<file path="src/rtl/i2c_reg_bank.sv">
// Register bank terminating the I2C bridge register bus: ID, CTRL, W1C STATUS, COUNTER, scratch array, level irq.
// Latency: writes visible 1 cycle after wr_en; rdata valid the cycle after rd_en; irq lags STATUS/CTRL by one cycle.
// Backpressure: none; strobes are accepted every cycle at full rate with no wait states.
module i2c_reg_bank #(
    parameter int          NUM_SCRATCH = 16,
    parameter logic [31:0] ID_VALUE    = 32'h12C0_0001,
    parameter logic [31:0] BAD_DATA    = 32'hDEAD_BEEF
) (
    input  logic        clk,
    input  logic        rst,
    input  logic [15:0] addr,
    input  logic [31:0] wdata,
    input  logic        wr_en,
    input  logic        rd_en,
    output logic [31:0] rdata,
    output logic        irq
);

    localparam logic [15:0] ADDR_ID      = 16'h0000;
    localparam logic [15:0] ADDR_CTRL    = 16'h0001;
    localparam logic [15:0] ADDR_STATUS  = 16'h0002;
    localparam logic [15:0] ADDR_COUNTER = 16'h0003;
    localparam logic [15:0] ADDR_SCR     = 16'h0010;
    localparam logic [16:0] SCR_END      = 17'(16 + NUM_SCRATCH);
    localparam int          IDX_W        = (NUM_SCRATCH > 1) ? $clog2(NUM_SCRATCH) : 1;

    logic [31:0]      ctrl;
    logic [2:0]       status;
    logic [31:0]      counter;
    logic [31:0]      scratch [NUM_SCRATCH];

    logic             hit_id;
    logic             hit_ctrl;
    logic             hit_status;
    logic             hit_cnt;
    logic             hit_scr;
    logic             unmapped;
    logic [IDX_W-1:0] scr_idx;
    logic             cnt_clr;
    logic             cnt_wrap;
    logic [2:0]       status_set;
    logic [2:0]       status_w1c;
    logic [31:0]      rd_mux;

    // Address decode and event qualification for this cycle's strobes
    always_comb begin
        hit_id     = (addr == ADDR_ID);
        hit_ctrl   = (addr == ADDR_CTRL);
        hit_status = (addr == ADDR_STATUS);
        hit_cnt    = (addr == ADDR_COUNTER);
        hit_scr    = (addr >= ADDR_SCR) && ({1'b0, addr} < SCR_END);
        unmapped   = !(hit_id || hit_ctrl || hit_status || hit_cnt || hit_scr);
        scr_idx    = IDX_W'(addr - ADDR_SCR);

        // A CTRL write with bit1 zeroes the counter, beating any increment
        cnt_clr    = wr_en && hit_ctrl && wdata[1];
        cnt_wrap   = ctrl[0] && !cnt_clr && (counter == 32'hFFFF_FFFF);

        status_set    = 3'b000;
        status_set[0] = cnt_wrap;
        status_set[1] = (wr_en || rd_en) && unmapped;
        status_set[2] = wr_en && (hit_id || hit_cnt);
        status_w1c    = (wr_en && hit_status) ? wdata[2:0] : 3'b000;
    end

    // Read mux; values are taken before this edge's updates so a
    // same-cycle write returns the old contents
    always_comb begin
        rd_mux = BAD_DATA;
        if (hit_id)
            rd_mux = ID_VALUE;
        else if (hit_ctrl)
            rd_mux = ctrl;
        else if (hit_status)
            rd_mux = {29'd0, status};
        else if (hit_cnt)
            rd_mux = counter;
        else if (hit_scr)
            rd_mux = scratch[scr_idx];
    end

    // CTRL register; the clear bit is a pulse and is never stored
    always_ff @(posedge clk) begin
        if (rst)
            ctrl <= 32'd0;
        else if (wr_en && hit_ctrl)
            ctrl <= wdata & ~32'h0000_0002;
    end

    // STATUS: hardware sets override a simultaneous write-one-to-clear
    always_ff @(posedge clk) begin
        if (rst)
            status <= 3'b000;
        else
            status <= (status & ~status_w1c) | status_set;
    end

    // Free-running event counter with clear priority over increment
    always_ff @(posedge clk) begin
        if (rst)
            counter <= 32'd0;
        else if (cnt_clr)
            counter <= 32'd0;
        else if (ctrl[0])
            counter <= counter + 32'd1;
    end

    // Scratch array
    always_ff @(posedge clk) begin
        if (rst) begin
            for (int i = 0; i < NUM_SCRATCH; i++)
                scratch[i] <= 32'd0;
        end else if (wr_en && hit_scr) begin
            scratch[scr_idx] <= wdata;
        end
    end

    // Read data register; holds until the next read strobe
    always_ff @(posedge clk) begin
        if (rst)
            rdata <= 32'd0;
        else if (rd_en)
            rdata <= rd_mux;
    end

    // Level interrupt from the registered status and mask
    always_ff @(posedge clk) begin
        if (rst)
            irq <= 1'b0;
        else
            irq <= |(status & ctrl[10:8]);
    end

endmodule
</file>
<file path="config.mk">
export PLATFORM = sky130hd
export DESIGN_NAME = i2c_reg_bank
export DESIGN_NICKNAME = d
export VERILOG_FILES = /design/src/rtl/i2c_reg_bank.sv
export SDC_FILE = /design/constraint.sdc
export NUM_CORES = 1
export LEC_CHECK = 0
export CELL_PAD_IN_SITES_DETAIL_PLACEMENT = 1
export CELL_PAD_IN_SITES_GLOBAL_PLACEMENT = 1
export CORE_MARGIN = 3
export CORE_UTILIZATION = 50
export DETAILED_ROUTE_END_ITERATION = 7
export PLACE_DENSITY = 0.77
export SYNTH_ARGS = -nofsm -noshare
export SYNTH_HDL_FRONTEND = slang
export SYNTH_SLANG_ARGS = --single-unit
</file>
<file path="constraint.sdc">
create_clock -name clk -period 6.9 [get_ports clk]
set_input_delay 1.38 -clock clk [delete_from_list [all_inputs] [get_ports clk]]
set_output_delay 1.38 -clock clk [all_outputs]
set_load 0.02 [all_outputs]
</file>
==> results of run 1 <==
[stage by stage]
step | instance area, um2 | hold slack (ns) | power [mW] | std cells | setup slack (ns)
finish | 30900 | 0.453 | 8.22 | 2720 | 2.26
floorplan | 27500 | 0.427 | 4.57 | 1953 | 3.44
global route | 30900 | 0.480 | 8.45 | 2719 | 2.06
detailed placement | 28900 | 0.443 | 4.87 | 2602 | 1.69
CTS | 30900 | 0.451 | 8.26 | 2719 | 2.29
global placement | 28900 | 0.435 | 4.85 | 2602 | 1.86
[cell families after synthesis]
group / Yosys count / synth area share (%)
compound gates: 189 / 4.75
simple gates: 806 / 17.3
buf+inv: 175 / 2.65
mux: 140 / 11.0
xor+xnor: 31 / 0.989
fa+ha+maj: 1 / 0.0456
flops: 611 / 63.2
[area by class of cell]
cell class | instances | area [um2]
timing repair buffer | 121 | 1120
inverter | 7 | 26.3
clock inverter | 29 | 200
fill | 5040 | 23100
clock buffer | 88 | 1850
tap | 696 | 871
antenna | 1 | 2.50
multi-input combinational | 1167 | 9490
sequential | 611 | 17400
[flip-flops by register name, indices dropped and copies added (netlist names)]
signal   cells
rdata       32
ctrl        31
counter     32
scratch    512
status       3
irq          1
[critical path, stage by stage]
cell	delay, ns
clkdlybuf4s50_1	0.42
nor4b_1	0.48
nand3_2	0.60
buf_4	0.45
nor4_2	0.34
buf_4	0.39
or2_2	0.76
[layer usage]
layer	GRT usage, %	wire [um]
met5	0	0
met4	14.7	4550
met3	5.71	7390
met2	48.8	41100
met1	39.8	32300
[power by group]
part           switching [mW]  total [mW]  internal (mW)  leakage [nW]
Clock                    1.46        3.42           1.96          1.02
Combinational           0.382       0.589          0.208          3.81
Sequential             0.0644        4.22           4.15          5.66
[how the worst min path moves through the flow]
stage	endpoint	slack, ns	cells after the start
6_report	ctrl[6]	0.45	2
3_5_place_dp	ctrl[19]	0.44	2
4_1_cts	ctrl[19]	0.45	2
2_1_floorplan	ctrl[31]	0.43	2
5_1_grt	ctrl[5]	0.48	2
3_3_place_gp	ctrl[11]	0.44	2
[cell usage in the layout, fill, tap and decap left out, drive strengths merged, types with 40 or more instances in the layout]
cell           count
and2             514
edfxtp           512
mux4             129
dfxtp             99
clkbuf            88
nand2             86
clkdlybuf4s50     81
a21oi             60
a22oi             52
nor2              48
buf               40
==> flow_metrics.env, run 1 <==
export IMPL_status="completed"
export IMPL_skew_ns=0.0242
export IMPL_arrival_ns=4.86
export IMPL_hold_viol=0
export IMPL_clkTransAtPathRegs_ns=0.06
export IMPL_grt_util_all_layers_pct=30.2
export IMPL_io_pins=85
export IMPL_yosysTopAreaCell="edfxtp_1"
export IMPL_crit_type="input pin to flip-flop"
export IMPL_ctsResizeCount=0
export IMPL_port_buffers=84
export IMPL_synth_top_area_share_pct=56.0
export IMPL_fmax_mhz=215
export IMPL_ant_nets=0
export IMPL_htreeDepth=3
export IMPL_routed_wl_um=85400
export IMPL_overflow=0
export IMPL_grt_pass1_vias=18000
export IMPL_crit_required_ns=7.12
export IMPL_endpoint="scratch[4][10]"
export IMPL_drt_iter0_markers=1994
export IMPL_worst_pin_slew_ns=1.28
export IMPL_die_area_um2=57700
export IMPL_synth_area_per_cell_um2=14.1
export IMPL_tritoncts="done"
export IMPL_p_leak_nw=10.5
export IMPL_synth_most_common_cell="and2_1"
export IMPL_dpl_hpwl_um=53000
export IMPL_finalCritPeriodShare_pct=67.3
export IMPL_post_route_drc_count=0
export IMPL_setup_viol=0
export IMPL_grt_max_degree=65
export IMPL_via_per_inst=6.33
export IMPL_ys_ff_latch=611
export IMPL_die_w_um=240
export IMPL_grt_pass1_wl_um=125000
export IMPL_r2r_slack_ns=4.42
export IMPL_rsz0062_at_grt="false"
export IMPL_fin_nets=2028
export IMPL_final_setup_tns_ns=0
export IMPL_antenna_found_initial=2
export IMPL_fp_dieH_um=240
export IMPL_synth_edf_count=512
export IMPL_cap_violations=0
export IMPL_power_density_nw_per_um2=266
export IMPL_start_kind="input pin"
export IMPL_syn_nets=2006
export IMPL_worstRegToRegCells=6
export IMPL_drv_slew=0
export IMPL_ys_warn_count=0
export IMPL_synthArstFlopShare_pct=0
export IMPL_hp_start="ctrl[6]"
export IMPL_ys_flop_type="edfxtp_1"
export IMPL_cp_max_fo=33
export IMPL_post_cts_setup_buffer_count=0
export IMPL_coreArea_um2=54000
export IMPL_vias=17200
export IMPL_synth_commonest_cells="and2_1 (514), edfxtp_1 (512), mux4_2 (129)"
export IMPL_syn_cell_area_um2=27500
export IMPL_fin_util_pct=57.2
export IMPL_crit_reg2reg_launch="counter[1]"
export IMPL_netlist_instances=1953
export IMPL_syn_to_final_growth_pct=12.6
export IMPL_rr_endpoint="counter[24]"
export IMPL_dr_pass1_iters=5
export IMPL_seq_area_frac_synth_pct=63.2
export IMPL_routedWlPerCell_um=31.4
export IMPL_cts_buffers=67
export IMPL_gp_congestion=0.897
export IMPL_cts_root_buf="clkbuf_16"
export IMPL_floorplan_initialDensity_pct=50.8
export IMPL_min_period_ns=4.64
export IMPL_row_count=85
export IMPL_ys_types=61
export IMPL_min_path_type="flip-flop to flip-flop"
export IMPL_clkLatencyLatePin_ns=0.61
export IMPL_synth_area_leaders="edfxtp_1 (56%), and2_1 (12%), mux4_2 (11%), dfxtp_1 (7.2%), clkbuf_1 (1.7%)"
export IMPL_drive_gt1_share_pct=16.2
export IMPL_relSlewSlack_pct=14.5
export IMPL_cts_max_path_buffers=3
export IMPL_cts_hold_buf=0
export IMPL_startpoint="addr[11]"
export IMPL_cts_sinks=611
export IMPL_irDropWorstVdd_mv=0.246
export IMPL_endpoint_kind="flip-flop"
(Power assumes the default switching activity.)
==> inputs of run 2 (changes only) <==
CORE_UTILIZATION = 47   (was 50)
PLACE_DENSITY = 0.76   (was 0.77)
clock period = 3.96 ns   (was 6.9 ns; I/O delays follow)
==> flow_metrics.env, run 2 (synthesized netlist as in run 1, its figures left out) <==
export IMPL_rsz0062_at_grt="false"
export IMPL_port_buffers=84
export IMPL_cts_root_buf="clkbuf_16"
export IMPL_endpoint_kind="flip-flop"
export IMPL_crit_required_ns=4.24
export IMPL_regMostFlops="scratch"
export IMPL_layout_cells_most_common_list="and2_1 (514), edfxtp_1 (512), mux4_2 (129)"
export IMPL_routed_wl_um=83400
export IMPL_drt_iter0_markers=1759
export IMPL_fin_nets=2068
export IMPL_grt_max_degree=81
export IMPL_met1_usage_pct=36.6
export IMPL_finalCritPeriodShare_pct=75.9
export IMPL_grtUsageMet2_pct=46.6
export IMPL_insertedDiodeCount=0
export IMPL_grt_busiest_layer="met2"
export IMPL_hold_depth=2
export IMPL_reg_top3="scratch: 512 flops, counter: 32 flops, rdata: 32 flops"
export IMPL_grt_use_met3_pct=4.39
export IMPL_hold_ws_ns=0.456
export IMPL_setup_viol=0
export IMPL_routedWlPerCell_um=29.6
export IMPL_grt_util_all_layers_pct=27.5
export IMPL_critPathSlowestCell="nor4_2"
export IMPL_io_pins=85
export IMPL_dpl_hpwl_um=52500
export IMPL_fp_dieH_um=248
export IMPL_total_power_mw=14.4
export IMPL_dr_pass1_iters=7
export IMPL_cts_max_path_buffers=3
export IMPL_critPathTopFamily="simple AND/OR/NAND/NOR gates"
export IMPL_drv_slew=0
export IMPL_grt_pass1_wl_um=123000
export IMPL_drive_gt1_share_pct=17.5
export IMPL_clkTransAtPathRegs_ns=0.06
export IMPL_crit_type="input pin to flip-flop"
export IMPL_die_w_um=248
export IMPL_cp_max_fo=29
export IMPL_htreeDepth=3
export IMPL_min_period_ns=3.00
export IMPL_min_path_type="flip-flop to flip-flop"
export IMPL_arrival_ns=3.28
export IMPL_start_kind="input pin"
export IMPL_cp_common_cell="buf_12"
export IMPL_post_route_drc_count=0
export IMPL_clkLatencyLatePin_ns=0.60
export IMPL_ant_nets=0
export IMPL_final_setup_tns_ns=0
export IMPL_tritoncts="done"
export IMPL_grt_pass1_vias=18400
export IMPL_antenna_found_initial=3
export IMPL_cp_slowest_stage_delay_ns=0.60
export IMPL_largest_reg_flops=512
export IMPL_status="completed"
export IMPL_cts_sinks=611
export IMPL_cts_buffers=66
export IMPL_die_area_um2=61300
export IMPL_vias=17400
export IMPL_gp_congestion=0.852
export IMPL_dp_cells=2703
export IMPL_floorplan_initialDensity_pct=48.1
export IMPL_via_per_inst=6.17
export IMPL_power_density_nw_per_um2=456
export IMPL_overflow=0
export IMPL_worstRegToRegCells=5
export IMPL_syn_to_final_growth_pct=15.1
export IMPL_p_leak_nw=10.8
export IMPL_post_cts_setup_buffer_count=0
export IMPL_hold_viol=0
export IMPL_cap_violations=0
export IMPL_relSlewSlack_pct=33.2
export IMPL_coreArea_um2=57000
export IMPL_cts_hold_buf=0
export IMPL_fmax_mhz=333
export IMPL_row_count=87
export IMPL_final_cells=2817
export IMPL_crit_buf_inv=3
export IMPL_dp_slack_ns=0.353
export IMPL_worstSetupPathDepth=7
export IMPL_skew_ns=0.0163
export IMPL_worstPathCellList="clkdlybuf4s50_1 -> nor4_1 -> nand3_2 -> buf_12 -> nor4_2 -> or2_2 -> buf_12"
export IMPL_setup_slack_ns=0.956
export IMPL_irDropWorstVdd_mv=0.314
export IMPL_worst_pin_slew_ns=0.998
export IMPL_final_common_cell="and2_1"
export IMPL_ctsResizeCount=0
[run 2: cell types whose count changed in the layout (fill, tap and decap cells not counted), sizes merged]
| cell | change |
|---|---|
| clkbuf | -2 |
| buf | +41 |
| bufinv | +2 |
| inv | -1 |
| clkinvlp | +2 |
| diode | -1 |
| clkinv | -4 |
[run 2: layer usage]
layer,routed length [um],share of wire (%)
met3,6520,7.8
met2,41500,50
met4,2300,2.8
met5,0,0
met1,33100,40
[run 2: power by group]
part           total (mW)  switching, mW  internal [mW]  leakage, nW
logic                1.04          0.626          0.410         4.11
registers            7.33          0.102           7.23         5.66
clock network        6.05           2.49           3.56         1.02
[run 2: area by class of cell]
class / instances / area (um2)
fill: 5434 / 25400
multi-input combinational: 1167 / 9490
timing repair buffer: 162 / 1690
sequential: 611 / 17400
tap: 756 / 946
clock buffer: 86 / 1860
inverter: 7 / 26.3
clock inverter: 28 / 225
[run 2: final timing paths]
check | start | end | slack [ns]
worst min register to register | ctrl[3] | ctrl[3] | 0.46
worst max-delay path | addr[15] | scratch[9][8] | 0.96
worst max register to register | counter[21] | counter[31] | 1.80
worst min-delay path | ctrl[3] | ctrl[3] | 0.46
[run 2: metrics by stage]
step | utilization, % | instance area (um2)
2_1_floorplan | - | 27500
3_3_place_gp | 51.7 | 29500
3_5_place_dp | 51.7 | 29500
4_1_cts | 55.4 | 31600
5_1_grt | 55.4 | 31600
6_report | 55.4 | 31600
[run 2: worst reg2reg max path, delay by kind of cell, from the launching register on]
family                    cells  cell delay [ns]
xor gates and xnor gates      1             0.16
and+or+nand+nor               4             1.38
DFF                           1             0.48
